==> config.mk <==
export PLATFORM = sky130hd
export DESIGN_NAME = card_shoe_dealer
export DESIGN_NICKNAME = d
export VERILOG_FILES = /design/src/rtl/card_shoe_dealer.sv
export SDC_FILE = /design/constraint.sdc
export NUM_CORES = 1
export LEC_CHECK = 0
export CAP_MARGIN = 20
export CORE_AREA = 2 2 80 159
export DETAILED_ROUTE_END_ITERATION = 6
export DIE_AREA = 0 0 82 161
export PLACE_DENSITY = 0.76
export SKIP_LAST_GASP = 1
export SLEW_MARGIN = 15
export SYNTH_ARGS = -nofsm -noshare
export SYNTH_HDL_FRONTEND = slang
export SYNTH_SLANG_ARGS = --single-unit
==> constraint.sdc <==
create_clock -name clk -period 12.3 [get_ports clk]
set_clock_uncertainty 0.1 [all_clocks]
set_input_delay 1.23 -clock clk [delete_from_list [all_inputs] [get_ports clk]]
set_output_delay 1.23 -clock clk [all_outputs]
set_load 0.1 [all_outputs]
==> src/rtl/card_shoe_dealer.sv <==
// -----------------------------------------------------------------------------
// card_shoe_dealer
//
// Purpose:
//   Responder side of the deal handshake used by the game state machine. On a
//   draw_card request it draws 9 unique cards from a virtual 52-card shoe and
//   presents them on one packed bus. The order is player x2, dealer x2, then
//   community x5 (flop, flop, flop, turn, river). It then raises
//   all_cards_dealt and holds the cards stable until the request drops.
//   Randomness comes from a free-running 16-bit Galois LFSR. The human's button
//   timing therefore decorrelates successive deals.
//
//   Card code (6 bits): [5:4] suit 0..3, [3:0] rank 0..12 (0 = deuce,
//   12 = ace). Ranks 13..15 are never dealt.
//
// Configuration:
//   FIXED_DECK_EN - when defined, every SAMPLE takes the code after the last
//                   accepted card (0x00 for the first card). A fresh deal is
//                   then 0x00..0x08. The LFSR keeps running but is ignored.
//
// Parameters:
//   SEED      - LFSR reset value; 0 is replaced by 16'hACE1
//   NUM_CARDS - cards per deal; fixed by the bus width, legal only as 9
//
// Ports:
//   clk             in   1   system clock
//   reset           in   1   asynchronous, active-high reset
//   draw_card       in   1   level request; sampled only in IDLE and DONE
//   dealt_cards     out  54  card k in bits [6k+5:6k], card MSB at bit 6k
//   all_cards_dealt out  1   all cards valid and stable
//   busy            out  1   high while sampling/checking candidates
//   deal_count      out  4   cards accepted so far this deal, 0..9
// -----------------------------------------------------------------------------
module card_shoe_dealer #(
    parameter logic [15:0] SEED      = 16'hACE1,
    parameter int          NUM_CARDS = 9
) (
    input  logic        clk,
    input  logic        reset,
    input  logic        draw_card,
    output logic [53:0] dealt_cards,
    output logic        all_cards_dealt,
    output logic        busy,
    output logic [3:0]  deal_count
);

    localparam logic [15:0] SEED_EFF  = (SEED == 16'h0000) ? 16'hACE1 : SEED;
    localparam logic [15:0] LFSR_TAPS = 16'hB400;
    localparam logic [3:0]  LAST_SLOT = 4'(NUM_CARDS - 1);
    localparam logic [3:0]  MAX_RANK  = 4'd12;

    typedef enum logic [1:0] {
        S_IDLE,
        S_SAMPLE,
        S_CHECK,
        S_DONE
    } state_t;

    state_t      r_state;
    logic [15:0] r_lfsr;
    logic [5:0]  r_cand;
    logic [63:0] r_used;
    logic [3:0]  r_count;
    logic [53:0] r_dealt;
    logic        r_flag;
    logic        r_busy;
`ifdef FIXED_DECK_EN
    logic [5:0]  r_last;
`endif

    logic [15:0] w_lfsr_next;
    logic        w_cand_ok;

    // Walk the 52 legal codes in order: past the ace (or from an invalid
    // rank) wrap to the deuce of the next suit. This bounds any search to
    // at most 52 steps.
    function automatic logic [5:0] next_code(input logic [5:0] code);
        if (code[3:0] >= MAX_RANK) begin
            return {code[5:4] + 2'd1, 4'd0};
        end
        return {code[5:4], code[3:0] + 4'd1};
    endfunction

    // The bus carries each card with its MSB at the lowest bit of the field.
    function automatic logic [5:0] rev6(input logic [5:0] code);
        logic [5:0] r;
        for (int i = 0; i < 6; i++) begin
            r[i] = code[5 - i];
        end
        return r;
    endfunction

    // Galois form: shift right, fold the taps in when a 1 falls out. A
    // nonzero state never maps to zero.
    assign w_lfsr_next = {1'b0, r_lfsr[15:1]} ^ (r_lfsr[0] ? LFSR_TAPS : 16'h0000);
    assign w_cand_ok   = (r_cand[3:0] <= MAX_RANK) && !r_used[r_cand];

    // The LFSR runs in every state so that request timing perturbs the deal.
    always_ff @(posedge clk or posedge reset) begin
        if (reset) begin
            r_lfsr <= SEED_EFF;
        end else begin
            r_lfsr <= w_lfsr_next;
        end
    end

    // NOTE: every register here uses non-blocking assignment so all state
    // updates see the pre-edge values of r_cand, r_count and r_used.
    always_ff @(posedge clk or posedge reset) begin
        if (reset) begin
            r_state <= S_IDLE;
            r_cand  <= '0;
            // NOTE: the used mask is a flop array, not a RAM, so it is cleared
            // at reset as well as at the start of every deal.
            r_used  <= '0;
            r_count <= '0;
            r_dealt <= '0;
            r_flag  <= 1'b0;
            r_busy  <= 1'b0;
`ifdef FIXED_DECK_EN
            r_last  <= '0;
`endif
        end else begin
            case (r_state)
                S_IDLE: begin
                    // The previous deal stays on the bus until overwritten.
                    if (draw_card) begin
                        r_used  <= '0;
                        r_count <= '0;
                        r_busy  <= 1'b1;
                        r_state <= S_SAMPLE;
                    end
                end

                S_SAMPLE: begin
`ifdef FIXED_DECK_EN
                    r_cand  <= (r_count == 4'd0) ? 6'h00 : next_code(r_last);
`else
                    r_cand  <= r_lfsr[5:0];
`endif
                    r_state <= S_CHECK;
                end

                S_CHECK: begin
                    if (w_cand_ok) begin
                        for (int k = 0; k < NUM_CARDS; k++) begin
                            if (r_count == 4'(k)) begin
                                r_dealt[6*k +: 6] <= rev6(r_cand);
                            end
                        end
                        r_used[r_cand] <= 1'b1;
                        r_count        <= r_count + 4'd1;
`ifdef FIXED_DECK_EN
                        r_last         <= r_cand;
`endif
                        if (r_count == LAST_SLOT) begin
                            r_flag  <= 1'b1;
                            r_busy  <= 1'b0;
                            r_state <= S_DONE;
                        end else begin
                            r_state <= S_SAMPLE;
                        end
                    end else begin
                        r_cand <= next_code(r_cand);
                    end
                end

                S_DONE: begin
                    // Holding the flag until the request drops means a new
                    // request can never observe a stale flag.
                    if (!draw_card) begin
                        r_flag  <= 1'b0;
                        r_state <= S_IDLE;
                    end
                end

                default: r_state <= S_IDLE;
            endcase
        end
    end

    assign dealt_cards     = r_dealt;
    assign all_cards_dealt = r_flag;
    assign busy            = r_busy;
    assign deal_count      = r_count;

endmodule
==> impl_metrics.env, run 1 <==
export IMPL_tritoncts_num_sinks=148
export IMPL_antenna_diode_count=0
export IMPL_cts_reportedPaths_clkPinSlew_ns=0.06
export IMPL_p_leak_uw=0.00352
export IMPL_setup_viol=0
export IMPL_synth_main_ff_cell="sky130_fd_sc_hd__dfrtp_1"
export IMPL_root_buffer="sky130_fd_sc_hd__clkbuf_16"
export IMPL_sw_frac_of_total=0.455
export IMPL_critical_path_cell_list="buf_4, inv_1, ha_1, o221ai_1, o41ai_1, o32ai_1, nor4_4, buf_4, and4_1, mux2_2"
export IMPL_rsz0062_at_grt="false"
export IMPL_vdd_drop_max_v=0.000193
export IMPL_port_buffers=62
export IMPL_ctsHoldBuffers=0
export IMPL_die_w_microns=82
export IMPL_core_rowCount=57
export IMPL_cts_tree="yes"
export IMPL_antenna_found_initial=0
export IMPL_timing_max_slew_rel_slack=0.319
export IMPL_dieArea_sq_um=13200
export IMPL_yosysWarnings=0
export IMPL_syn_area_sq_um=6490
export IMPL_status="finished clean"
export IMPL_final_hold_viol_count=0
export IMPL_clock_insertion_delay_worst_skew_ns=0.42
export IMPL_power_share_combinational=0.419
export IMPL_max_clock_path_buffers=2
export IMPL_start_util=0.542
export IMPL_period_share=0.366
export IMPL_via_count_of_the_first_global_routing_pass=4694
export IMPL_capturing_element_type_of_the_critical_path="flip-flop"
export IMPL_floorplan_io_pins=63
export IMPL_avgViaCountPerCell=6.22
export IMPL_crit_arrival_ns=4.69
export IMPL_dr_first_iter_drc_count=525
export IMPL_synth_ff_latch_count=148
export IMPL_slew_violations=0
export IMPL_grt_overflow_total=0
export IMPL_place_detailed_hpwl_microns=10100
export IMPL_power_share_sequential=0.326
export IMPL_timing_critical_path_max_delay_family="simple AND/OR/NAND/NOR gates"
export IMPL_synth_adder_area_share=0.0193
export IMPL_routed_via_count=4711
export IMPL_clock_fmax_mhz=222
export IMPL_first_pass_grt_wire_length_microns=25600
export IMPL_power_internal_uw=1010
export IMPL_maxCapViolCount=0
export IMPL_postRouteAntennaNets=0
export IMPL_timing_critical_path_required_ns=12.50
export IMPL_crit_path_max_fanout=27
export IMPL_worstMarginPinSlew_ns=1.02
export IMPL_avgRoutedWirePerCell_microns=20.8
export IMPL_p_switching_uw=848
export IMPL_tritoncts_num_buffers=17
export IMPL_worst_path_max_delay_cell="sky130_fd_sc_hd__nor4_4"
export IMPL_drive_gt1_frac=0.190
export IMPL_muxShareOfSynthArea=0.143
export IMPL_areaGrowthSynthToFinish_pct=19.5
export IMPL_synth_compound_area_frac=0.124
export IMPL_gp_congestion=0.893
export IMPL_ctsHtreeMaxLevel=4
export IMPL_crit_top_cell="sky130_fd_sc_hd__buf_4"
export IMPL_whs_ns=0.255
export IMPL_tns_ns=0
export IMPL_synth_seq_area_share=0.572
export IMPL_timing_critical_path_from_type="flip-flop"
export IMPL_synth_edff_count=0
export IMPL_final_net_count=612
export IMPL_core_region_area_sq_um=12000
export IMPL_post_cts_gate_resize_count=0
export IMPL_p_clk_frac=0.255
export IMPL_power_density_nw_per_um2=240
export IMPL_remaining_drc_errors=0
export IMPL_die_height_microns=161
export IMPL_cp_slowest_stage_delay_ns=0.90
export IMPL_grt_max_degree=95
export IMPL_largest_family_of_logic_cells_by_synthesized_area="multiplexers"
export IMPL_avgSynthCellArea_sq_um=11.8
export IMPL_critical_path_n_buffers_inverters=3
export IMPL_min_delay_path_class="flip-flop to flip-flop"
export IMPL_post_cts_repair_setup_buffers=0
export IMPL_asyncSetResetFlopFracSynth=1.00
export IMPL_synth_xor_xnor_area_share=0.00405
export IMPL_groute_usage_overall=0.256
export IMPL_mappedNetlistNets=564
export IMPL_number_of_search_and_repair_iterations_in_the_first_detailed_routing_pass=5
export IMPL_post_synthesis_share_of_cell_area_spent_on_and_or_nand_and_nor_gates=0.102
export IMPL_netlist_instances=551
export IMPL_fin_crit_ns=4.50
export IMPL_routed_wl_microns=15800
export IMPL_yosys_cell_types_count=53
export IMPL_worstSetupPathType="flip-flop to flip-flop"
==> area by class of cell <==
type,count,area (sq um)
Clock buffer,18,429
Clock inverter,13,113
Fill cell,891,4220
Inverter,13,53.8
Multi-Input combinational cell,348,2560
Sequential cell,148,3710
Tap cell,147,184
Timing Repair Buffer,71,701
==> sequential cells by signal, summed over array words and instances (netlist names) <==
| name | count |
|---|---|
| r_used | 64 |
| busy | 1 |
| r_cand | 6 |
| dealt_cards | 54 |
| all_cards_dealt | 1 |
| r_lfsr | 16 |
| r_state | 2 |
| deal_count | 4 |
==> synth_stat cells (all sizes together) (3+ instances only) <==
library cell	n	area [sq um]
a22o	8	70.1
inv	13	48.8
dfrtp	140	3500
nor2b	4	25.0
nand3	13	65.1
nand2b	3	18.8
a41oi	4	35.0
nand2	65	244
mux2	60	676
and3	9	56.3
nand3b	5	37.5
a31oi	3	18.8
buf	15	78.8
a32o	23	230
nor3	7	35.0
a211oi	3	22.5
xor2	3	26.3
nor2	27	104
o21ai	36	180
nand4	3	18.8
ha	10	125
clkbuf	27	103
mux4	4	90.1
dfstp	8	210
mux2i	16	160
a21oi	10	50.1
==> final timing paths <==
kind,startpoint,cells after the start,slack [ns],endpoint
worst min register to register,r_lfsr[6]$_DFF_PP1_,0,0.25,r_lfsr[5]$_DFF_PP1_
worst max-delay path,r_cand[1]$_DFFE_PP0P_,10,7.80,dealt_cards[53]$_DFFE_PP0P_
min in group asynchronous,reset,2,1.26,dealt_cards[8]$_DFFE_PP0P_
max in group asynchronous,reset,3,9.59,deal_count[0]$_DFFE_PP0P_
worst min-delay path,r_lfsr[6]$_DFF_PP1_,0,0.25,r_lfsr[5]$_DFF_PP1_
worst max register to register,r_cand[1]$_DFFE_PP0P_,10,7.80,dealt_cards[53]$_DFFE_PP0P_
==> kinds of logic after synthesis <==
kind of cell             after synthesis
buffers and inverters                 55
XOR/XNOR                               3
adder cells (fa/ha/maj)               10
AO/OA/AOI/OAI                        111
flip-flops                           148
multiplexers                          80
AND/OR/NAND/NOR                      144
==> placed cells by master, fill, tap and decap left out, types with 2 or more instances in the layout <==
cell / Yosys / routed
sky130_fd_sc_hd__a211oi_1: 3 / 3
sky130_fd_sc_hd__a21oi_1: 10 / 10
sky130_fd_sc_hd__a221oi_1: 2 / 2
sky130_fd_sc_hd__a22o_1: 8 / 8
sky130_fd_sc_hd__a22oi_1: 2 / 2
sky130_fd_sc_hd__a31oi_1: 3 / 3
sky130_fd_sc_hd__a32o_1: 23 / 23
sky130_fd_sc_hd__a41oi_1: 4 / 4
sky130_fd_sc_hd__and2_1: 2 / 2
sky130_fd_sc_hd__and3_1: 9 / 9
sky130_fd_sc_hd__buf_4: 2 / 8
sky130_fd_sc_hd__clkbuf_16: 0 / 17
sky130_fd_sc_hd__clkdlybuf4s50_1: 0 / 62
sky130_fd_sc_hd__clkinv_2: 0 / 5
sky130_fd_sc_hd__clkinv_4: 0 / 3
sky130_fd_sc_hd__clkinvlp_4: 0 / 3
sky130_fd_sc_hd__dfrtp_1: 140 / 140
sky130_fd_sc_hd__dfstp_2: 8 / 8
sky130_fd_sc_hd__ha_1: 10 / 10
sky130_fd_sc_hd__inv_1: 13 / 12
sky130_fd_sc_hd__inv_6: 0 / 2
sky130_fd_sc_hd__mux2_2: 60 / 60
sky130_fd_sc_hd__mux2i_1: 16 / 16
sky130_fd_sc_hd__mux4_2: 4 / 4
sky130_fd_sc_hd__nand2_1: 65 / 65
sky130_fd_sc_hd__nand2b_1: 3 / 3
sky130_fd_sc_hd__nand3_1: 13 / 13
sky130_fd_sc_hd__nand3b_1: 5 / 5
sky130_fd_sc_hd__nand4_1: 3 / 3
sky130_fd_sc_hd__nor2_1: 26 / 26
sky130_fd_sc_hd__nor2b_1: 4 / 4
sky130_fd_sc_hd__nor3_1: 7 / 6
sky130_fd_sc_hd__o211ai_1: 2 / 2
sky130_fd_sc_hd__o21ai_0: 36 / 36
sky130_fd_sc_hd__o221ai_1: 2 / 2
sky130_fd_sc_hd__o22ai_1: 2 / 2
sky130_fd_sc_hd__o311ai_0: 2 / 2
sky130_fd_sc_hd__o32ai_1: 2 / 2
sky130_fd_sc_hd__xor2_1: 3 / 3
==> per-stage QoR <==
step	cell area, sq um	cells	power, uW	worst slack, ns	utilization
floorplan	6490	551	1190	7.00	-
global placement	7200	726	1370	8.00	0.601
detailed placement	7200	726	1380	7.89	0.601
CTS	7740	757	1850	7.87	0.646
global route	7760	758	1930	7.53	0.648
finish	7760	758	1860	7.80	0.648
==> layer usage <==
layer	GRT usage	vias up	part of all wire	wire (microns)
li1	-	2099	-	-
met1	0.358	2361	0.41	6460
met2	0.397	212	0.50	7810
met3	0.0531	39	0.069	1090
met4	0.0871	0	0.026	402
met5	0	-	0	0
==> power by group through the flow <==
stage	Clock, uW	Combinational (uW)	Sequential (uW)
after floorplan	0	301	887
after global placement	0	757	613
after detailed placement	0	765	615
after CTS	478	766	607
after global routing	503	815	616
final	474	780	607
No activity file was read; power rests on OpenSTA's default activity.
==> inputs of run 2 (changes only) <==
--- a/config.mk
+++ b/config.mk
@@ -6,10 +6,10 @@
 export NUM_CORES = 1
 export LEC_CHECK = 0
 export CAP_MARGIN = 20
-export CORE_AREA = 2 2 80 159
+export CORE_AREA = 2 2 83 165
 export DETAILED_ROUTE_END_ITERATION = 6
-export DIE_AREA = 0 0 82 161
-export PLACE_DENSITY = 0.76
+export DIE_AREA = 0 0 85 167
+export PLACE_DENSITY = 0.74
 export SKIP_LAST_GASP = 1
 export SLEW_MARGIN = 15
 export SYNTH_ARGS = -nofsm -noshare
==> constraint.sdc (replaced) <==
create_clock -name clk -period 3.6 [get_ports clk]
set_clock_uncertainty 0.1 [all_clocks]
set_input_delay 0.36 -clock clk [delete_from_list [all_inputs] [get_ports clk]]
set_output_delay 0.36 -clock clk [all_outputs]
set_load 0.1 [all_outputs]
==> run 2 against run 1 <==
First-iteration DRC count decreased by 6.5%; non-clock buffer count grew 16; setup slack got worse by 7.5 ns; sequential power increased to 3.4 times the previous value; register-to-register slack worse by 7.5 ns; sequential share of layout area is 1.3 points lower; largest cell class unchanged.
==> impl_metrics.env, run 2 (synthesis gave the netlist of run 1 again) <==
export IMPL_dr_first_iter_drc_count=491
export IMPL_cts_tree="yes"
export IMPL_timing_critical_path_from_type="flip-flop"
export IMPL_timing_critical_path_required_ns=3.82
export IMPL_tns_ns=0
export IMPL_final_cells=780
export IMPL_report_power_total_uw=6710
export IMPL_largest_register_ffs=64
export IMPL_maxCapViolCount=0
export IMPL_avgRoutedWirePerCell_microns=23.3
export IMPL_drive_gt1_frac=0.210
export IMPL_crit_path_max_fanout=34
export IMPL_port_buffers=62
export IMPL_period_share=0.924
export IMPL_clock_insertion_delay_worst_skew_ns=0.42
export IMPL_layout_cells_most_common="sky130_fd_sc_hd__dfrtp_1"
export IMPL_areaGrowthSynthToFinish_pct=22.8
export IMPL_setup_viol=0
export IMPL_routed_wl_microns=18100
export IMPL_via_count_of_the_first_global_routing_pass=5201
export IMPL_whs_ns=0.116
export IMPL_place_detailed_hpwl_microns=12400
export IMPL_dp_cells=747
export IMPL_layout_common_cells="sky130_fd_sc_hd__dfrtp_1 (140), sky130_fd_sc_hd__nand2_1 (65), sky130_fd_sc_hd__clkdlybuf4s50_1 (62), sky130_fd_sc_hd__mux2_2 (60), sky130_fd_sc_hd__o21ai_0 (36)"
export IMPL_setup_ws_ns=0.275
export IMPL_tritoncts_num_buffers=17
export IMPL_fin_crit_ns=3.33
export IMPL_routed_via_count=4928
export IMPL_antenna_found_initial=0
export IMPL_grt_max_degree=89
export IMPL_p_leak_uw=0.00364
export IMPL_root_buffer="sky130_fd_sc_hd__clkbuf_16"
export IMPL_clock_fmax_mhz=301
export IMPL_rsz0062_at_grt="false"
export IMPL_post_cts_gate_resize_count=0
export IMPL_postRouteAntennaNets=0
export IMPL_timing_critical_path_max_delay_family="compound AO/OA/AOI/OAI gates"
export IMPL_min_delay_path_class="input pin to asynchronous set/reset pin"
export IMPL_number_of_search_and_repair_iterations_in_the_first_detailed_routing_pass=6
export IMPL_critical_path_n_buffers_inverters=2
export IMPL_remaining_drc_errors=0
export IMPL_ctsHtreeMaxLevel=4
export IMPL_first_pass_grt_wire_length_microns=28700
export IMPL_die_w_microns=85
export IMPL_placement_setup_worst_slack_ns=0.346
export IMPL_worst_path_max_delay_cell="sky130_fd_sc_hd__a2111oi_0"
export IMPL_crit_arrival_ns=3.54
export IMPL_fillerInstances=962
export IMPL_gp_congestion=0.946
export IMPL_dieArea_sq_um=14200
export IMPL_final_hold_viol_count=0
export IMPL_core_region_area_sq_um=12900
export IMPL_capturing_element_type_of_the_critical_path="flip-flop"
export IMPL_status="finished clean"
export IMPL_post_cts_repair_setup_buffers=0
export IMPL_final_net_count=628
export IMPL_timing_max_slew_rel_slack=0.317
export IMPL_die_height_microns=167
export IMPL_worstSetupPathType="flip-flop to flip-flop"
export IMPL_tritoncts_num_sinks=148
export IMPL_power_density_nw_per_um2=842
export IMPL_floorplan_io_pins=63
export IMPL_worstMarginPinSlew_ns=1.02
export IMPL_critical_path_cell_list="buf_4, mux2i_1, o2bb2ai_1, a2111oi_0, nor4_1, nor4_4, buf_12, nand2_1, o21ai_0"
export IMPL_ctsHoldBuffers=0
export IMPL_antenna_diode_count=0
export IMPL_regMostFlops="r_used"
export IMPL_cts_reportedPaths_clkPinSlew_ns=0.06
export IMPL_grt_overflow_total=0
export IMPL_avgViaCountPerCell=6.32
export IMPL_cp_slowest_stage_delay_ns=0.68
export IMPL_groute_usage_overall=0.267
export IMPL_max_clock_path_buffers=2
export IMPL_core_rowCount=59
export IMPL_vdd_drop_max_v=0.000667
export IMPL_start_util=0.503
export IMPL_slew_violations=0
[run 2: cell count changes in the layout (fill, tap and decap cells not counted), sizes merged]
cell	change
inv	+3
clkinvlp	-1
bufinv	+1
buf	+16
clkbuf	+2
clkinv	-4
[run 2: final cells by class]
| class | count | area, sq um | area share |
|---|---|---|---|
| inverters | 13 | 52.6 | 0.00659 |
| clock inverters | 12 | 145 | 0.0182 |
| well taps | 152 | 190 | 0.0239 |
| flip-flops and latches | 148 | 3710 | 0.466 |
| clock buffers | 20 | 457 | 0.0573 |
| multi-input cells | 348 | 2560 | 0.321 |
| repair buffers | 87 | 853 | 0.107 |
[run 2: worst paths after layout]
| path | startpoint | end | slack, ns | cells after the start |
|---|---|---|---|---|
| setup reg to reg | r_cand[1]$_DFFE_PP0P_ | r_used[52]$_DFFE_PP0P_ | 0.27 | 9 |
| setup / recovery | r_cand[1]$_DFFE_PP0P_ | r_used[52]$_DFFE_PP0P_ | 0.27 | 9 |
| max in group asynchronous | reset | r_cand[0]$_DFFE_PP0P_ | 2.36 | 3 |
| min in group clk | r_lfsr[7]$_DFF_PP1_ | r_lfsr[6]$_DFF_PP1_ | 0.26 | 0 |
| hold / removal | reset | r_lfsr[12]$_DFF_PP0_ | 0.12 | 2 |
| hold reg to reg | r_lfsr[7]$_DFF_PP1_ | r_lfsr[6]$_DFF_PP1_ | 0.26 | 0 |
[run 2: power breakdown]
group | internal (uW) | switching [uW] | leakage (uW) | total, uW
registers | 1860 | 181 | 0.00200 | 2040
clock network | 1070 | 731 | 0.000294 | 1800
logic | 748 | 2120 | 0.00134 | 2870
[run 2: through the flow]
stage | instance area, sq um | util
detailed placement | 7340 | 0.568
floorplan | 6500 | -
global route | 7970 | 0.617
finish | 7970 | 0.617
global placement | 7340 | 0.568
CTS | 7940 | 0.615
[run 2: per-layer routing]
metal  share of wire  global-route usage
met1            0.35               0.287
met2            0.54               0.461
met3           0.053              0.0689
met4           0.063               0.162
met5               0                   0
==> inputs of run 3 (changes only) <==
--- a/config.mk
+++ b/config.mk
@@ -5,10 +5,10 @@
 export SDC_FILE = /design/constraint.sdc
 export NUM_CORES = 1
 export LEC_CHECK = 0
-export CAP_MARGIN = 20
-export CORE_AREA = 2 2 83 165
+export CAP_MARGIN = 25
+export CORE_AREA = 2 2 134 103
 export DETAILED_ROUTE_END_ITERATION = 6
-export DIE_AREA = 0 0 85 167
+export DIE_AREA = 0 0 136 105
 export PLACE_DENSITY = 0.74
 export SKIP_LAST_GASP = 1
 export SLEW_MARGIN = 15
==> run 3 against run 2 <==
Sequential cell count unchanged; critical path depth grew 1; final area hardly changed; largest cell class unchanged; global-route usage fell by 2.3 points.
==> impl_metrics.env, run 3 (synthesis gave the netlist of run 1 again) <==
export IMPL_tns_ns=0
export IMPL_layout_common_cells="sky130_fd_sc_hd__dfrtp_1 (140), sky130_fd_sc_hd__nand2_1 (65), sky130_fd_sc_hd__clkdlybuf4s50_1 (62), sky130_fd_sc_hd__mux2_2 (60), sky130_fd_sc_hd__o21ai_0 (36)"
export IMPL_sw_frac_of_total=0.445
export IMPL_dieArea_sq_um=14300
export IMPL_areaGrowthSynthToFinish_pct=22.6
export IMPL_tritoncts_num_buffers=17
export IMPL_post_cts_repair_setup_buffers=0
export IMPL_power_share_sequential=0.310
export IMPL_min_delay_path_class="flip-flop to flip-flop"
export IMPL_die_w_microns=136
export IMPL_ctsHtreeMaxLevel=4
export IMPL_cts_tree="yes"
export IMPL_maxCapViolCount=0
export IMPL_fin_crit_ns=3.28
export IMPL_final_core_utilization=0.618
export IMPL_clock_insertion_delay_worst_skew_ns=0.42
export IMPL_capturing_element_type_of_the_critical_path="flip-flop"
export IMPL_grt_overflow_total=0
export IMPL_routed_wl_microns=16500
export IMPL_slew_violations=0
export IMPL_first_pass_grt_wire_length_microns=26800
export IMPL_p_leak_uw=0.00361
export IMPL_timing_critical_path_from_type="flip-flop"
export IMPL_crit_arrival_ns=3.50
export IMPL_post_cts_gate_resize_count=0
export IMPL_tritoncts_num_sinks=148
export IMPL_antenna_found_initial=0
export IMPL_routed_via_count=4848
export IMPL_dr_first_iter_drc_count=481
export IMPL_avgRoutedWirePerCell_microns=20.8
export IMPL_power_density_nw_per_um2=839
export IMPL_power_share_combinational=0.412
export IMPL_vdd_drop_max_v=0.000634
export IMPL_status="finished clean"
export IMPL_crit_path_max_fanout=33
export IMPL_core_region_area_sq_um=12900
export IMPL_grt_max_degree=81
export IMPL_worstMarginPinSlew_ns=1.03
export IMPL_max_clock_path_buffers=2
export IMPL_core_rowCount=36
export IMPL_rsz0062_at_grt="false"
export IMPL_drive_gt1_frac=0.204
export IMPL_final_hold_viol_count=0
export IMPL_port_buffers=62
export IMPL_start_util=0.504
export IMPL_worstSetupPathType="flip-flop to flip-flop"
export IMPL_remaining_drc_errors=0
export IMPL_period_share=0.911
export IMPL_timing_max_slew_rel_slack=0.313
export IMPL_p_switching_uw=2970
export IMPL_dp_cells=761
export IMPL_p_clk_frac=0.278
export IMPL_clock_fmax_mhz=305
export IMPL_setup_viol=0
export IMPL_antenna_diode_count=0
export IMPL_die_height_microns=105
export IMPL_final_net_count=623
export IMPL_cts_reportedPaths_clkPinSlew_ns=0.06
export IMPL_largest_register_ffs=64
export IMPL_via_count_of_the_first_global_routing_pass=4837
export IMPL_postRouteAntennaNets=0
export IMPL_number_of_search_and_repair_iterations_in_the_first_detailed_routing_pass=5
export IMPL_fillerInstances=969
export IMPL_finalInstanceArea_sq_um=7960
export IMPL_place_area_sq_um=7320
export IMPL_final_cells=794
export IMPL_gp_congestion=1.04
export IMPL_timing_critical_path_required_ns=3.82
export IMPL_root_buffer="sky130_fd_sc_hd__clkbuf_16"
export IMPL_floorplan_io_pins=63
export IMPL_place_detailed_hpwl_microns=11000
export IMPL_regMostFlops="r_used"
export IMPL_layout_cells_most_common="sky130_fd_sc_hd__dfrtp_1"
export IMPL_avgViaCountPerCell=6.11
export IMPL_power_internal_uw=3710
export IMPL_ctsHoldBuffers=0
export IMPL_groute_usage_overall=0.244
## run 3: cell types whose count changed in the layout (fill, tap and decap cells not counted)
cell                         change
sky130_fd_sc_hd__buf_4           -4
sky130_fd_sc_hd__inv_6           -3
sky130_fd_sc_hd__buf_16          -1
sky130_fd_sc_hd__bufinv_16       +1
sky130_fd_sc_hd__clkinv_2        -1
sky130_fd_sc_hd__clkinv_4        +1
sky130_fd_sc_hd__clkinvlp_4      +1
sky130_fd_sc_hd__inv_8           +1
## run 3: final cells by class
class | count | area [sq um] | area share
flip-flops and latches | 148 | 3710 | 0.466
multi-input cells | 348 | 2560 | 0.321
well taps | 171 | 214 | 0.0269
inverters | 13 | 52.6 | 0.00660
repair buffers | 82 | 796 | 0.0999
clock inverters | 12 | 171 | 0.0215
clock buffers | 20 | 457 | 0.0573
## run 3: per-stage QoR
stage               total power [uW]  worst slack (ns)  hold WS, ns
floorplan                       4060             0.534        0.231
finish                          6680             0.322        0.252
CTS                             6650             0.372        0.255
global route                    6940             0.131        0.255
detailed placement              4790             0.417        0.241
global placement                4740             0.494        0.238
## run 3: critical path, stage by stage, from the launching register on
cell and delay, ns:
sky130_fd_sc_hd__dfrtp_1 0.45, sky130_fd_sc_hd__buf_4 0.26, sky130_fd_sc_hd__inv_1 0.11, sky130_fd_sc_hd__ha_1 0.18, sky130_fd_sc_hd__o221ai_1 0.12, sky130_fd_sc_hd__o41ai_1 0.39
sky130_fd_sc_hd__o32ai_1 0.22, sky130_fd_sc_hd__nor4_4 0.30, sky130_fd_sc_hd__buf_4 0.38, sky130_fd_sc_hd__nand2_1 0.37, sky130_fd_sc_hd__o21ai_0 0.30
## run 3: path summary, 6_finish.rpt
path	start	endpoint	cells past startpoint	slack, ns
max	r_cand[1]$_DFFE_PP0P_	r_used[24]$_DFFE_PP0P_	10	0.32
min	r_lfsr[9]$_DFF_PP0_	r_lfsr[8]$_DFF_PP0_	0	0.25
max reg2reg	r_cand[1]$_DFFE_PP0P_	r_used[24]$_DFFE_PP0P_	10	0.32
min reg2reg	r_lfsr[9]$_DFF_PP0_	r_lfsr[8]$_DFF_PP0_	0	0.25
max in group asynchronous	reset	r_used[52]$_DFFE_PP0P_	3	2.16
min in group asynchronous	reset	dealt_cards[45]$_DFFE_PP0P_	2	0.35
## run 3: power by group through the flow
stage          Clock [uW]  Sequential (uW)  Combinational (uW)
5_1_grt              1960             2100                2870
3_3_place_gp            0             2080                2650
3_5_place_dp            0             2100                2700
4_1_cts              1870             2070                2710
2_1_floorplan           0             3030                1030
6_report             1860             2070                2750
## run 3: layer usage
| metal | part of all wire | routed length [microns] | track usage |
|---|---|---|---|
| met5 | 0 | 0 | 0 |
| met1 | 0.45 | 7490 | 0.358 |
| met4 | 0.012 | 205 | 0.0655 |
| met3 | 0.082 | 1360 | 0.0747 |
| met2 | 0.45 | 7460 | 0.353 |
